## src/rtl/trojan_response_checker_pkg.sv

```systemverilog
// trojan_chk_pkg: shared FSM states, default width and MISR constants for trojan_response_checker
package trojan_chk_pkg;
  typedef enum logic [1:0] {IDLE, CHECK, DONE} state_t;
  localparam int DEF_N_IN = 3;
  localparam logic [15:0] MISR_POLY = 16'h1021;
  localparam logic [15:0] MISR_SEED = 16'hFFFF;
endpackage

```

## src/rtl/trojan_response_checker_golden_table.sv

```systemverilog
// trojan_golden_table: DEPTH x 1 expected-response table, sync write, comb read, async active-low clear
import trojan_chk_pkg::*;
module trojan_golden_table #(parameter int N_IN = DEF_N_IN) (
  input  logic            CK,
  input  logic            reset,
  input  logic            we,
  input  logic [N_IN-1:0] waddr,
  input  logic            wdata,
  input  logic [N_IN-1:0] raddr,
  output logic            rdata
);
  localparam int DEPTH = 2**N_IN;
  logic [DEPTH-1:0] mem;
  always_ff @(posedge CK or negedge reset)
    if (!reset) mem <= '0;
    else if (we) mem[waddr] <= wdata;
  assign rdata = mem[raddr];
endmodule

```

## config.mk

```make
export PLATFORM = sky130hd
export DESIGN_NAME = trojan_golden_table
export DESIGN_NICKNAME = d
export VERILOG_FILES = /design/src/rtl/trojan_response_checker_pkg.sv /design/src/rtl/trojan_response_checker_golden_table.sv
export SDC_FILE = /design/constraint.sdc
export NUM_CORES = 1
export LEC_CHECK = 0
export ABC_AREA = 1
export CAP_MARGIN = 20
export CORE_AREA = 2 2 39 41
export CTS_CLUSTER_SIZE = 40
export DETAILED_ROUTE_END_ITERATION = 7
export DIE_AREA = 0 0 41 43
export SLEW_MARGIN = 10
export SYNTH_ARGS = -nofsm -noshare
export SYNTH_HDL_FRONTEND = slang
export SYNTH_SLANG_ARGS = --single-unit
```

## constraint.sdc

```tcl
create_clock -name CK -period 1.3 [get_ports CK]
set_input_delay 0.13 -clock CK [delete_from_list [all_inputs] [get_ports CK]]
set_output_delay 0.13 -clock CK [all_outputs]
set_load 0.01 [all_outputs]
```

**Word-level counts from Yosys, hierarchy flattened**

Cells that the tools add are included.

- Register bits: 8
- Word-level logic and storage cells: 10

- Magnitude comparators: 3
- Muxes and demuxes: 5
- Reductions and logical operators: 1

Operators with widths:

| kind | number |
|---|---|
| $bwmux 8 | 1 |
| $lt 3x4->1 const B | 2 |
| $bmux 1 s3 | 1 |
| $demux 1 s3 | 1 |
| $ge 3x1->1 const B | 1 |
| $mux 1 | 2 |
| $logic_and 1x1->1 | 1 |

**Longest topological paths before layout**

- Depth in word-level cells: 5
- Gate-level depth with buffers: 6

**Worst setup path after synthesis**

Ideal clock, no wire load.

- Kind: register to output
- Start: register mem[7]
- End: output rdata
- Data arrival time: 0.669 ns
- Data required time: 1.170 ns
- Slack: 0.501 ns
- Cell stages (with the launch flop): 7
- Path buffers: 0
- Cell sequence: dfrtp_1 inv_1 nand2_1 nand3_1 nand2_1 nand2_1 nand2_1

- Longest elaborated chain between the ends: 2

RTL lines:

| what | line | text |
|---|---|---|
| from (decl) | trojan_response_checker_golden_table.sv:13 | `logic [DEPTH-1:0] mem;` |
| from (signal, indexed assignment) | trojan_response_checker_golden_table.sv:16 | `else if (we) mem[waddr] <= wdata;` |
| $bmux 1 s3 | trojan_response_checker_golden_table.sv:17 | `assign rdata = mem[raddr];` |
| $mux 1 (not written as such) | trojan_response_checker_golden_table.sv:17 |  |
| to (decl) | trojan_response_checker_golden_table.sv:10 | `output logic rdata` |

No other way between the ends. The select of a mux whose other input is x is not followed.

**Worst setup path after layout**

- Start: register mem[6]
- End: output rdata

The elaborated chain is that of the path after synthesis.

==> impl_metrics.tcl <==
set metrics [dict create \
    fp.dieArea_mm2 0.00176 \
    synth.distinct_cells 9 \
    syn_to_final_growth_pct 38.6 \
    biggestRegsByFlops "mem (8)" \
    largest_register_ffs 8 \
    gp_congestion 0.721 \
    critical_path_arrival_ns 1.10 \
    crit_path_max_fanout 2 \
    ctsLongestPathBuffers 2 \
    die_height_um 43 \
    boundaryPins 11 \
    period_minus_slack_ns 1.23 \
    post_synth_inst_count 70 \
    grt_antenna_before_repair 0 \
    tritoncts "built" \
    number_of_global_route_vias_before_repair 435 \
    drc_errors 0 \
    total_vias_in_the_final_route 454 \
    final_layout_size_suffix_gt1_share_pct 14.8 \
    report.power.total_mw 0.710 \
    slew_headroom_pct 76.8 \
    n_fill_cell 145 \
    detail_route.vias_per_cell 4.37 \
    die_width_um 41 \
    dr_wl_cell_um 8.39 \
    adder_and_majority_cell_fraction_of_the_synthesized_area_pct 0 \
    place.detailed.hpwl_um 733 \
    clock_sinks 8 \
    criticalPathCategory "reg -> out" \
    cellLeakagePower_nw 0.349 \
    layout.cells.most_common_list "sky130_fd_sc_hd__nand2_1 (28), sky130_fd_sc_hd__inv_1 (15), sky130_fd_sc_hd__clkdlybuf4s50_1 (8), sky130_fd_sc_hd__dfrtp_1 (8)" \
    antenna_cells 0 \
    cts_made_buffers 3 \
    number_of_buffers_added_for_setup_after_cts 0 \
    parity_gate_share_of_the_synthesized_area_counting_xor_and_xnor_cells_pct 0 \
    root_buffer "sky130_fd_sc_hd__clkbuf_4" \
    fmaxAchievable_mhz 813 \
    ys.warnings.count 0 \
    final-max-slew-violation-count 0 \
    final-setup-viol-count 0 \
    critPathCaptureType "primary output" \
    wl_um 873 \
    grt_start_max_net_pins 9 \
    worst_hold_path_type "in -> async" \
    synthSimpleGateAreaFrac_pct 35.1 \
    synth.net_count 80 \
    final.setup_skew_ns 0 \
    timing_worst_slew_pin_value_ns 0.347 \
    netlist_area_um2 463 \
    clock_latency_ns 0.25 \
    grt_overflow_total 0 \
    seq_area_frac_synth_pct 43.2 \
    rsz0062_at_grt "true" \
    synth_mux_area_share_pct 0 \
    cap_violations 0 \
    clk_pin_slew_ns 0.05 \
    initial_util_pct 33.5 \
    synthesis.area_per_instance_um2 6.61 \
    num-nets-final 100 \
    number_of_buffers_inserted_for_hold_repair_after_clock_tree_synthesis 0 \
    compound_cell_area_share_of_the_yosys_netlist_pct 8.65 \
    vdd_ir_drop_max_uv 353 \
    buffer_ports.inserted 10 \
    worstSetupStartpointType "flop" \
    global_route.usage.total_pct 12.5 \
    r2r.worst_path.cells 3 \
    ys_seq_elements 8 \
    drtAntennaViolNets 0 \
    drtIter0Drc 5 \
    final.period_utilization_pct 94.6 \
    cts_max_level 1 \
    wire_length_of_the_first_global_routing_pass_mm 1.50 \
    floorplan.core_area_mm2 0.00138 \
    drt_pass1_iterations 4 \
    cp.required_ns 1.17 \
    layout_commonest_cell "sky130_fd_sc_hd__nand2_1" \
    floorplan.rows 14 \
    finalHoldViolations 0 \
    outcome "finished, final reports clean" \
    largest-register "mem" \
    synth_top_family_by_area "simple AND/OR/NAND/NOR gates" \
    power_density_mw_per_mm2 1110 \
    utilization_pct 46.4 \
]
==> critical path, stage by stage, from the launching register on <==
cell and delay [ns]:
sky130_fd_sc_hd__dfrtp_1 0.38, sky130_fd_sc_hd__inv_1 0.06, sky130_fd_sc_hd__nand2_1 0.05, sky130_fd_sc_hd__nand3_1 0.08
sky130_fd_sc_hd__nand2_1 0.05, sky130_fd_sc_hd__nand2_1 0.06, sky130_fd_sc_hd__nand2_1 0.05, sky130_fd_sc_hd__buf_2 0.13
==> cells by family after synthesis <==
| group | after synthesis |
|---|---|
| AOI/OAI and AO/OA | 8 |
| buffers and inverters | 16 |
| DFF | 8 |
| and+or+nand+nor | 38 |
==> cell usage after synthesis (all sizes together) <==
master,number,area (um^2)
nand2,28,105
inv,16,60.1
dfrtp,8,200
o21ai,8,40.0
nand3,5,25.0
nor2,4,22.5
nor3,1,10.0
==> report_power, final <==
part,switching [mW],internal [mW]
clock network,0.0830,0.106
registers,0.0233,0.297
logic,0.0940,0.108
total,0.200,0.510
==> final cells by class <==
| class | count | area (um^2) | area share (%) |
|---|---|---|---|
| multi-input cells | 46 | 208 | 32.4 |
| repair buffers | 15 | 131 | 20.5 |
| well taps | 16 | 20.0 | 3.12 |
| inverters | 16 | 60.1 | 9.36 |
| clock buffers | 3 | 22.5 | 3.51 |
| flip-flops and latches | 8 | 200 | 31.2 |
==> timing repair <==
action | 4_1_cts | 5_1_grt
setup endpoints to repair | 1 | 1
gates resized for setup | 6 | 1
pin swaps | 0 | 3
==> path summary, 6_finish.rpt <==
| path | slack (ns) | endpoint | start |
|---|---|---|---|
| setup reg to reg | 0.56 | mem[6] | mem[6] |
| hold / removal | 0.15 | mem[2] | reset |
| min in group CK | 0.47 | mem[7] | wdata |
| setup / recovery | 0.07 | rdata | mem[6] |
| hold reg to reg | 0.48 | mem[4] | mem[4] |
| max in group asynchronous | 0.90 | mem[6] | reset |
==> metal layers <==
| layer | share of wire [%] | vias up | track usage (%) |
|---|---|---|---|
| met5 | 0 | - | 0 |
| met4 | 1.1 | 0 | 8.00 |
| met3 | 4.2 | 2 | 3.14 |
| met2 | 50 | 10 | 19.7 |
| met1 | 44 | 195 | 14.0 |
| li1 | - | 247 | - |
==> stage by stage <==
step | setup slack, ns | TNS [ns] | instance area (um^2) | instances | hold slack, ns
floorplan | 0.501 | 0 | 463 | 70 | -0.166
global placement | -0.399 | -0.399 | 621 | 101 | 0.431
detailed placement | -0.420 | -0.420 | 621 | 101 | 0.430
CTS | 0.0644 | 0 | 637 | 104 | 0.162
global route | -0.00426 | -0.00426 | 642 | 104 | 0.174
finish | 0.0696 | 0 | 642 | 104 | 0.148
(Power assumes the default switching activity.)
